File: config.mk
export PLATFORM = sky130hd
export DESIGN_NAME = seq_bin_to_bcd
export DESIGN_NICKNAME = d
export VERILOG_FILES = /design/src/rtl/seq_bin_to_bcd_pkg.sv /design/src/rtl/seq_bin_to_bcd_digit_adj.sv /design/src/rtl/seq_bin_to_bcd.sv
export SDC_FILE = /design/constraint.sdc
export NUM_CORES = 1
export LEC_CHECK = 0
export CAP_MARGIN = 20
export CELL_PAD_IN_SITES_DETAIL_PLACEMENT = 0
export CELL_PAD_IN_SITES_GLOBAL_PLACEMENT = 1
export CORE_MARGIN = 2
export CORE_UTILIZATION = 47
export CTS_CLUSTER_SIZE = 12
export DETAILED_ROUTE_END_ITERATION = 7
export GPL_TIMING_DRIVEN = 0
export PLACE_DENSITY = 0.84
export SLEW_MARGIN = 25
export SYNTH_ARGS = -nofsm -noshare
export SYNTH_HDL_FRONTEND = slang
export SYNTH_HIERARCHICAL = 1
export SYNTH_SLANG_ARGS = --single-unit
File: constraint.sdc
create_clock -name clk -period 4.2 [get_ports clk]
set_clock_uncertainty 0.05 [all_clocks]
set_input_delay 1.26 -clock clk [delete_from_list [all_inputs] [get_ports clk]]
set_output_delay 1.26 -clock clk [all_outputs]
set_load 0.05 [all_outputs]
File: src/rtl/seq_bin_to_bcd_pkg.sv
// Shared types and constants for the sequential double-dabble binary-to-BCD converter.
package seq_bin_to_bcd_pkg;

  typedef enum logic [1:0] {
    IDLE  = 2'd0,
    SHIFT = 2'd1,
    DONE  = 2'd2
  } state_t;

  localparam int BCD_DIGIT_W   = 4;
  localparam int ADJ_THRESHOLD = 4;
  localparam int ADJ_ADD       = 3;

  // Constant-evaluated at elaboration to size-check DIGITS against WIDTH.
  function automatic longint pow10(input int n);
    longint r;
    r = 1;
    for (int i = 0; i < n; i++) r = r * 10;
    return r;
  endfunction

endpackage

File: src/rtl/seq_bin_to_bcd_digit_adj.sv
// One BCD digit of the double-dabble correction: add 3 when the digit exceeds 4 (4-bit wrap).
module bcd_digit_adj
  import seq_bin_to_bcd_pkg::*;
(
  input  logic [BCD_DIGIT_W-1:0] digit_i,
  output logic [BCD_DIGIT_W-1:0] digit_o
);

  always_comb begin
    digit_o = digit_i;
    if (digit_i > BCD_DIGIT_W'(ADJ_THRESHOLD)) digit_o = digit_i + BCD_DIGIT_W'(ADJ_ADD);
  end

endmodule

File: src/rtl/seq_bin_to_bcd.sv
// Sequential binary-to-BCD converter, one operand bit per cycle; done pulses WIDTH cycles after accept.
// Define SEQ_BIN_TO_BCD_SIGNED_EN for two's-complement input with a sign output.
module seq_bin_to_bcd
  import seq_bin_to_bcd_pkg::*;
#(
  parameter int WIDTH  = 8,
  parameter int DIGITS = 3
) (
  input  logic                          clk,
  input  logic                          rst,
  input  logic                          start,
  input  logic [WIDTH-1:0]              bin,
  output logic                          ready,
  output logic                          busy,
  output logic                          done,
  output logic [BCD_DIGIT_W*DIGITS-1:0] bcd
`ifdef SEQ_BIN_TO_BCD_SIGNED_EN
  ,
  output logic                          sign
`endif
);

  localparam int BCD_W = BCD_DIGIT_W * DIGITS;
  localparam int CNT_W = $clog2(WIDTH + 1);
`ifdef SEQ_BIN_TO_BCD_SIGNED_EN
  localparam longint MAX_MAG = longint'(1) << (WIDTH - 1);
`else
  localparam longint MAX_MAG = (longint'(1) << WIDTH) - 1;
`endif

  if (WIDTH < 4 || pow10(DIGITS) <= MAX_MAG) begin : g_bad_cfg
    $error("seq_bin_to_bcd: DIGITS too small for WIDTH, or WIDTH < 4");
  end

  state_t             state_q;
  logic               ready_q, busy_q, done_q;
  logic [BCD_W-1:0]   bcd_q;
  logic [WIDTH-1:0]   opnd_q;
  logic [BCD_W-1:0]   scr_q;
  logic [CNT_W-1:0]   cnt_q;

  logic [WIDTH-1:0]   opnd_load_d;
  logic [WIDTH-1:0]   opnd_shift_d;
  logic [BCD_W-1:0]   scr_adj;
  logic [BCD_W-1:0]   scr_shift_d;

  for (genvar g = 0; g < DIGITS; g++) begin : g_adj
    bcd_digit_adj u_adj (
      .digit_i (scr_q[g*BCD_DIGIT_W +: BCD_DIGIT_W]),
      .digit_o (scr_adj[g*BCD_DIGIT_W +: BCD_DIGIT_W])
    );
  end

  // Adjusted digits and operand shift left together as one {digits, operand} register.
  always_comb begin
    scr_shift_d  = {scr_adj[BCD_W-2:0], opnd_q[WIDTH-1]};
    opnd_shift_d = {opnd_q[WIDTH-2:0], 1'b0};
`ifdef SEQ_BIN_TO_BCD_SIGNED_EN
    opnd_load_d  = bin[WIDTH-1] ? (~bin + WIDTH'(1)) : bin;
`else
    opnd_load_d  = bin;
`endif
  end

`ifdef SEQ_BIN_TO_BCD_SIGNED_EN
  logic sign_pend_q, sign_q;
`endif

  always_ff @(posedge clk or posedge rst) begin
    if (rst) begin
      state_q <= IDLE;
      ready_q <= 1'b1;
      busy_q  <= 1'b0;
      done_q  <= 1'b0;
      bcd_q   <= '0;
      opnd_q  <= '0;
      scr_q   <= '0;
      cnt_q   <= '0;
`ifdef SEQ_BIN_TO_BCD_SIGNED_EN
      sign_pend_q <= 1'b0;
      sign_q      <= 1'b0;
`endif
    end else begin
      done_q <= 1'b0;
      unique case (state_q)
        IDLE: begin
          if (start) begin
            state_q <= SHIFT;
            ready_q <= 1'b0;
            busy_q  <= 1'b1;
            opnd_q  <= opnd_load_d;
            scr_q   <= '0;
            cnt_q   <= CNT_W'(WIDTH);
`ifdef SEQ_BIN_TO_BCD_SIGNED_EN
            sign_pend_q <= bin[WIDTH-1];
`endif
          end
        end
        SHIFT: begin
          opnd_q <= opnd_shift_d;
          scr_q  <= scr_shift_d;
          cnt_q  <= cnt_q - CNT_W'(1);
          if (cnt_q == CNT_W'(1)) begin
            state_q <= DONE;
            busy_q  <= 1'b0;
            done_q  <= 1'b1;
            bcd_q   <= scr_shift_d;
`ifdef SEQ_BIN_TO_BCD_SIGNED_EN
            sign_q  <= sign_pend_q;
`endif
          end
        end
        DONE: begin
          state_q <= IDLE;
          ready_q <= 1'b1;
        end
        default: begin
          state_q <= IDLE;
          ready_q <= 1'b1;
          busy_q  <= 1'b0;
        end
      endcase
    end
  end

  assign ready = ready_q;
  assign busy  = busy_q;
  assign done  = done_q;
  assign bcd   = bcd_q;
`ifdef SEQ_BIN_TO_BCD_SIGNED_EN
  assign sign  = sign_q;
`endif

endmodule

==> results of run 1 <==
-- placed cells by master, fill, tap and decap left out, drive strengths merged, types with 2 or more instances in the layout --
cell	instances
dfrtp	40
clkdlybuf4s50	25
o21ai	19
inv	16
a22o	12
mux2	12
nand2	11
mux2i	10
clkbuf	9
ha	8
a21oi	6
buf	6
nor2b	4
xnor2	3
nand2b	3
nor3	2
a21o	2
and2	2
-- final cells by class --
| class | instances | area [sq um] |
|---|---|---|
| sequential | 41 | 1030 |
| tap | 50 | 62.6 |
| clock buffer | 6 | 72.6 |
| buffer | 8 | 63.8 |
| fill | 332 | 1600 |
| inverter | 16 | 60.1 |
| multi-input combinational | 103 | 841 |
| timing repair buffer | 26 | 270 |
| clock inverter | 2 | 35.0 |
-- power by group --
group	internal (mW)	total, mW	switching, mW
registers	0.580	0.723	0.143
clock network	0.176	0.308	0.131
logic	0.514	1.14	0.626
total	1.27	2.17	0.901
-- through the flow --
step           hold slack [ps]  cells  util (%)
3_3_place_gp               414    243      57.2
3_5_place_dp               425    244      57.7
4_1_cts                    441    252      60.4
5_1_grt                    473    252      60.4
6_report                   435    252      60.4
2_1_floorplan              399    168         -
-- layer usage --
metal | GRT usage [%] | vias to the layer above | routed length (um)
met5 | 0 | - | 0
met2 | 28.3 | 33 | 1880
li1 | - | 645 | -
met4 | 8.06 | 0 | 78
met3 | 5.41 | 10 | 163
met1 | 22.2 | 663 | 1690
-- registers in the layout, indices dropped and copies added, names as in the netlist --
signal,count
opnd_q,8
bcd,12
ready,1
scr_q,12
busy,1
done,1
state_q,2
cnt_q,4
-- worst max path at each step --
stage,from,end,depth (start not counted)
global route,ready,ready,1
CTS,ready,ready,1
detailed placement,start,scr_q[7],4
finish,ready,ready,1
floorplan,rst,bcd[0],1
global placement,rst,opnd_q[0],2
==> out/summary.txt, run 1 <==
Status - finished, final reports clean
Wire length per cell - 15.1 um
Synthesized area - 0.00199 sq mm
Total core area - 0.00403 sq mm
Die Ht - 69.1 um
Post-route setup slack - 1250 ps
Count of input and output buffers - 25
Post-CTS setup buffers - 0
Ratio of final minimum period to clock period - 70.2%
Worst Hold Launch - opnd_q[5]
Mapped Cells - 168
Worst Hold Depth - 2
Worst Path Max Fanout - 2
Total power draw - 2.17 mW
Crit. End Element - primary output
RePlAce Congestion - 0.732
Largest net degree at the start of global routing - 27
Via count - 1351
Nets@finish - 220
Syn nets - 187
Worst-Skew Late Latency - 300 ps
Layout cells sized above 1 - 15.8%
Initial antenna violation count - 0
Critical path's slowest cell - clkdlybuf4s50_1
Max IR drop VDD - 467 uV
CTS Buf Count - 5
Overall global routing resource usage - 17.8%
Synthesis-to-finish area growth - 22.1%
Maximum root-to-sink buffer count - 2
Dpl ws - 1440 ps
N_diodes - 0
Vias in the first global route - 1402
Critical Path RT - 2890 ps
Final design area excluding fillers - 0.00243 sq mm
Data arrival at the endpoint of the critical path - 1640 ps
Hold Vio Cnt, Final - 0
CTS tree - built
Power density over cell area - 892 mW/mm^2
Cell Area, Placed - 0.00232 sq mm
Leakage power - 1.13 nW
FF-to-FF setup slack - 2210 ps
Setup TNS - 0 ps
Yosys warns - 6
CP peak stage delay - 800 ps
CTS sink count - 41
Clk pin slew, worst setup/hold paths - 80 ps
H-tree lvl count - 2
Worst Reg-to-Reg Cells - 7
Peak Freq - 339 MHz
Slew HR - 65.1%
Hold/Removal Path Class - reg2reg
Critical path, cell by cell - clkdlybuf4s50_1
Setup CP Type - reg2out
Hold Buf Count CTS - 0
Reg2reg start - cnt_q[1]
CTS root buffer - clkbuf_8
Max-Cap Viols - 0
Crit path time final - 2950 ps
Post-CTS sizing - 0
Row Count - 23
Worst Path Buf+Inv - 1
Drt pass-1 iters - 4
Worst slew pin tran - 522 ps
DRC errors left - 0
Final HPWL DP - 2.71 mm
Syn avg cell area - 11.9 sq um
Die Wd - 69.1 um
Vias per inst - 5.36
Largest delay contributor family on the critical path - buffers and inverters
# setup viols final - 0
FF-to-FF End - bcd[0]
RSZ-0062 raised after global routing - false
I/O Pins - 26
Die area - 0.00477 sq mm
ANT nets after route - 0
Slew Viols, Final - 0
First-pass GRT wire length - 6.69 mm
GRT overflow - 0
Post-Route WL - 3.81 mm
Starting density of the core - 49.4%
Hold Crit Endpoint - opnd_q[5]
Number of DRC markers in iteration 0 - 84
Startpoint Class - flip-flop
(Power assumes the default switching activity.)
==> run 2: changes to the inputs <==
--- a/config.mk
+++ b/config.mk
@@ -9,11 +9,11 @@
 export CELL_PAD_IN_SITES_DETAIL_PLACEMENT = 0
 export CELL_PAD_IN_SITES_GLOBAL_PLACEMENT = 1
 export CORE_MARGIN = 2
-export CORE_UTILIZATION = 47
+export CORE_UTILIZATION = 39
 export CTS_CLUSTER_SIZE = 12
 export DETAILED_ROUTE_END_ITERATION = 7
 export GPL_TIMING_DRIVEN = 0
-export PLACE_DENSITY = 0.84
+export PLACE_DENSITY = 0.74
 export SLEW_MARGIN = 25
 export SYNTH_ARGS = -nofsm -noshare
 export SYNTH_HDL_FRONTEND = slang
==> constraint.sdc (replaced) <==
create_clock -name clk -period 2.4 [get_ports clk]
set_clock_uncertainty 0.05 [all_clocks]
set_input_delay 0.72 -clock clk [delete_from_list [all_inputs] [get_ports clk]]
set_output_delay 0.72 -clock clk [all_outputs]
set_load 0.05 [all_outputs]
==> run 2 against run 1 <==
Net effect: clock power increased by 44%; flip-flop and latch count unchanged; critical path depth unchanged; non-clock buffer count unchanged; setup slack got worse by 1100 ps; combinational power increased by 71%; power increased by 68%; sequential share of layout area decreased by 0.11 points; global-route usage decreased by 3.4 points; cell area increased by 0.26%; worst hold slack improved by 4.5 ps; die area increased by 19%; critical path type unchanged; largest cell class unchanged; highest routed layer unchanged.
==> out/summary.txt, run 2 (same netlist as run 1, synthesis figures left out) <==
Largest delay contributor family on the critical path - buffers and inverters
Setup CP Type - reg2out
Slew Viols, Final - 0
Max IR drop VDD - 459 uV
RePlAce Congestion - 0.696
Count of input and output buffers - 25
ANT nets after route - 0
Ratio of final minimum period to clock period - 93.3%
N_diodes - 0
Wire length per cell - 12.9 um
CP peak stage delay - 810 ps
Worst Path Buf+Inv - 1
First-pass GRT wire length - 6.23 mm
DRC errors left - 0
Critical Path RT - 1630 ps
Die Wd - 75.5 um
Setup TNS - 0 ps
CTS tree - built
Clk pin slew, worst setup/hold paths - 70 ps
Commonest cells after routing, fill and taps aside - dfrtp_1, clkdlybuf4s50_1, o21ai_0, inv_1, a22o_1
Commonest non-fill, non-tap cell in the layout - dfrtp_1
Max-Cap Viols - 0
Vias in the first global route - 1340
Starting density of the core - 39.8%
# setup viols final - 0
Worst hold slack - 440 ps
Total power draw - 3.65 mW
Number of DRC markers in iteration 0 - 73
Die area - 0.00569 sq mm
Layout cells sized above 1 - 15.4%
Via count - 1312
Total core area - 0.00501 sq mm
CTS Buf Count - 5
Slew HR - 66.5%
Final HPWL DP - 2.55 mm
Die Ht - 75.5 um
CTS root buffer - clkbuf_8
Hold/Removal Path Class - reg2reg
I/O Pins - 26
Worst slew pin tran - 501 ps
Power density over cell area - 1500 mW/mm^2
Peak Freq - 447 MHz
Initial antenna violation count - 0
CTS sink count - 41
Hold Vio Cnt, Final - 0
Startpoint Class - flip-flop
Nets@finish - 220
Status - finished, final reports clean
Largest net degree at the start of global routing - 33
Maximum root-to-sink buffer count - 2
Drt pass-1 iters - 4
Vias per inst - 4.84
Data arrival at the endpoint of the critical path - 1470 ps
GRT overflow - 0
Synthesis-to-finish area growth - 22.4%
Worst Path Max Fanout - 3
Overall global routing resource usage - 14.4%
Crit path time final - 2240 ps
Critical path's slowest cell - clkdlybuf4s50_1
Crit. End Element - primary output
Critical path, cell by cell - clkdlybuf4s50_1
Worst-Skew Late Latency - 280 ps
H-tree lvl count - 2
Leakage power - 1.13 nW
Post-Route WL - 3.48 mm
Row Count - 26
RSZ-0062 raised after global routing - false
[run 2: cell types whose count changed in the layout (fill, tap and decap cells not counted), sizes merged]
cell and delta:
bufinv -1, clkbuf +1, clkdlybuf4s50 -1, clkinv -1, dlymetal6s2s +1
[run 2: what timing repair did]
item	4_1_cts	5_1_grt
setup endpoints to repair	0	1
hold buffers	0	0
resized for setup	0	1
buffers inserted	0	0
[run 2: final timing paths]
| kind | from | slack (ps) | depth (start not counted) | to |
|---|---|---|---|---|
| min in group asynchronous | rst | 620 | 2 | bcd[8] |
| max | busy | 160 | 1 | busy |
| min reg2reg | opnd_q[6] | 440 | 2 | opnd_q[6] |
| max reg2reg | cnt_q[1] | 410 | 7 | bcd[2] |
| min | opnd_q[6] | 440 | 2 | opnd_q[6] |
| max in group asynchronous | rst | 1180 | 3 | ready |
[run 2: layout make-up]
cell class,instances,area (sq um)
plain buffers,8,63.8
clock buffers,7,86.3
fillers,480,2570
inverters,16,60.1
multi-input cells,103,841
flip-flops and latches,41,1030
well taps,70,87.6
repair buffers,26,273
[run 2: through the flow]
stage / utilization, % / setup slack [ps] / cells / cell area, sq um
final: 48.7 / 161 / 271 / 2440
after global routing: 48.7 / 96.6 / 271 / 2440
after floorplan: - / 657 / 168 / 1990
after global placement: 46.5 / -162 / 263 / 2330
after detailed placement: 46.9 / 167 / 264 / 2350
after CTS: 48.6 / 2.21 / 271 / 2440
[run 2: where the power goes]
part | internal [mW] | total (mW) | leakage (nW) | switching, mW
Combinational | 0.891 | 1.95 | 0.575 | 1.06
Clock | 0.228 | 0.445 | 0.0443 | 0.217
Sequential | 1.01 | 1.26 | 0.511 | 0.241
[run 2: layer usage]
layer  track usage [%]  vias up  share of wire [%]
met5                 0        -                  0
met4              3.51        0               0.95
met3              3.97        5                3.7
met2              24.0       24                 48
met1              18.7      637                 48
li1                  -      646                  -
==> run 3: changes to the inputs <==
--- a/config.mk
+++ b/config.mk
@@ -8,12 +8,12 @@
 export CAP_MARGIN = 20
 export CELL_PAD_IN_SITES_DETAIL_PLACEMENT = 0
 export CELL_PAD_IN_SITES_GLOBAL_PLACEMENT = 1
-export CORE_MARGIN = 2
-export CORE_UTILIZATION = 39
+export CORE_MARGIN = 4
+export CORE_UTILIZATION = 43
 export CTS_CLUSTER_SIZE = 12
 export DETAILED_ROUTE_END_ITERATION = 7
 export GPL_TIMING_DRIVEN = 0
-export PLACE_DENSITY = 0.74
+export PLACE_DENSITY = 0.78
 export SLEW_MARGIN = 25
 export SYNTH_ARGS = -nofsm -noshare
 export SYNTH_HDL_FRONTEND = slang
==> constraint.sdc (replaced) <==
create_clock -name clk -period 2.1 [get_ports clk]
set_clock_uncertainty 0.05 [all_clocks]
set_input_delay 0.63 -clock clk [delete_from_list [all_inputs] [get_ports clk]]
set_output_delay 0.63 -clock clk [all_outputs]
set_load 0.05 [all_outputs]
==> run 3 against run 2 <==
Net effect: combinational power rose by 11%; clock power up 13%; die area is 1.6% higher; count of clock-buffer cells in the layout down 2; cell area fell by 1.3%; sequential share of layout area up 0.55 points; utilization rose by 5.9 points; register-to-register slack got worse by 130 ps; critical endpoint is now ready; largest cell class unchanged.
==> out/summary.txt, run 3 (same netlist as run 1, synthesis figures left out) <==
Sw Ratio - 43.5%
Sequential share of power - 35.1%
Synthesis-to-finish area growth - 20.9%
Leakage power - 1.16 nW
Peak Freq - 492 MHz
Dpl cells - 246
Final design area excluding fillers - 0.00241 sq mm
DRC errors left - 0
Reg2reg start - cnt_q[1]
N_diodes - 0
Critical path's slowest cell - dfstp_2
CTS sink count - 41
CP startpoint - ready
Vias per inst - 5.30
Count of input and output buffers - 25
FF-to-FF End - bcd[0]
First-pass GRT wire length - 6.62 mm
Setup CP Type - reg2out
Overall global routing resource usage - 13.9%
Hold Buf Count CTS - 0
Worst-Skew Late Latency - 290 ps
Power density over cell area - 1710 mW/mm^2
RePlAce Congestion - 0.732
CTS tree - built
FF-to-FF setup slack - 280 ps
Largest delay contributor family on the critical path - flip-flops
Slew HR - 66.1%
Nets@finish - 220
Startpoint Class - flip-flop
Worst Path Buf+Inv - 1
ANT nets after route - 0
Hold/Removal Path Class - reg2reg
CTS Buf Count - 5
CP endpoint - ready
Drt pass-1 iters - 4
Max-Cap Viols - 0
Row Count - 24
Levels on crit path - 1
Layout cells sized above 1 - 16.8%
Die area - 0.00579 sq mm
Starting density of the core - 45.1%
Design internal power - 2.33 mW
Number of DRC markers in iteration 0 - 95
Via count - 1346
Maximum root-to-sink buffer count - 2
Initial antenna violation count - 0
Cell Area, Placed - 0.00233 sq mm
CTS root buffer - clkbuf_8
Worst slew pin tran - 511 ps
Crit. End Element - primary output
Largest net degree at the start of global routing - 23
Critical Path RT - 1420 ps
Post-CTS setup buffers - 0
H-tree lvl count - 2
Layout Cells excl Fill - 254
NetSw - 1.79 mW
Die Ht - 76.1 um
RSZ-0062 raised after global routing - false
Vias in the first global route - 1421
Critical path, cell by cell - dlygate4sd2_1
Setup TNS - 0 ps
Final HPWL DP - 2.77 mm
Status - finished, final reports clean
CP peak stage delay - 530 ps
Hold Vio Cnt, Final - 0
Clk pwr share - 12.2%
Post-Route WL - 3.77 mm
Max IR drop VDD - 718 uV
# setup viols final - 0
Ratio of final minimum period to clock period - 96.8%
Slew Viols, Final - 0
Commonest non-fill, non-tap cell in the layout - dfrtp_1
Total core area - 0.00441 sq mm
Crit path time final - 2030 ps
Die Wd - 76.1 um
Worst Path Max Fanout - 2
Commonest cells after routing, fill and taps aside - dfrtp_1, o21ai_0, inv_1, dlygate4sd2_1, a22o_1
Data arrival at the endpoint of the critical path - 1350 ps
I/O Pins - 26
Combinational power share - 52.7%
Worst Reg-to-Reg Cells - 7
Clk pin slew, worst setup/hold paths - 70 ps
GRT overflow - 0
Wire length per cell - 14.8 um
==> run 3: cell types whose count changed in the layout (fill, tap and decap cells not counted), sizes merged <==
cell and change:
dlygate4sd2 +15, clkdlybuf4s50 -14, clkbuf -2, clkinv +2
clkinvlp +1, dlymetal6s2s -1
==> run 3: worst min-delay path by stage <==
stage	start	to	slack (ps)	depth (start not counted)
2_1_floorplan	opnd_q[2]	opnd_q[2]	400	2
3_3_place_gp	opnd_q[1]	opnd_q[1]	410	2
3_5_place_dp	ready	ready	430	2
4_1_cts	ready	ready	450	2
5_1_grt	bcd[1]	bcd[1]	480	1
6_report	ready	ready	440	2
==> run 3: layer usage <==
metal  share of wire [%]  routed length, um  vias up  track usage, %
met5                   0                  0        -               0
li1                    -                  -      644               -
met1                  44               1640      663            17.1
met2                  49               1850       32            22.9
met4                 1.4                 53        0            4.72
met3                 5.8                220        7            4.37
==> run 3: stage by stage <==
stage	hold WS (ps)	util (%)	power (mW)	worst slack (ps)
2_1_floorplan	399	-	3.12	357
3_3_place_gp	414	52.3	3.62	-356
3_5_place_dp	430	52.9	3.73	-22.2
4_1_cts	453	54.4	4.15	43.5
5_1_grt	480	54.5	4.42	14.1
6_report	443	54.5	4.12	67.0
==> run 3: cell type report <==
| class | instances | area, sq um |
|---|---|---|
| clock inverters | 3 | 17.5 |
| plain buffers | 8 | 63.8 |
| multi-input cells | 103 | 846 |
| inverters | 16 | 60.1 |
| repair buffers | 26 | 259 |
| flip-flops and latches | 41 | 1030 |
| clock buffers | 5 | 68.8 |
| fillers | 368 | 2010 |
| well taps | 52 | 65.1 |
==> run 3: worst register-to-register path, stage by stage, from the launching register on <==
cell	delay, ps
dfrtp_1	410
inv_1	90
ha_1	140
nor3b_2	280
and2_4	200
buf_6	110
buf_12	140
mux2_4	310
==> run 3: power groups by stage <==
stage	clock, mW	sequential (mW)	combinational, mW
global route	0.549	1.49	2.38
CTS	0.516	1.44	2.19
floorplan	0	1.84	1.28
global placement	0	1.43	2.19
detailed placement	0	1.46	2.27
finish	0.504	1.44	2.17
==> run 3: timing repair <==
item | in CTS | in global routing
resized for setup | 15 | 1
cloned | 0 | 0
endpoints found under the setup margin | 15 | 9
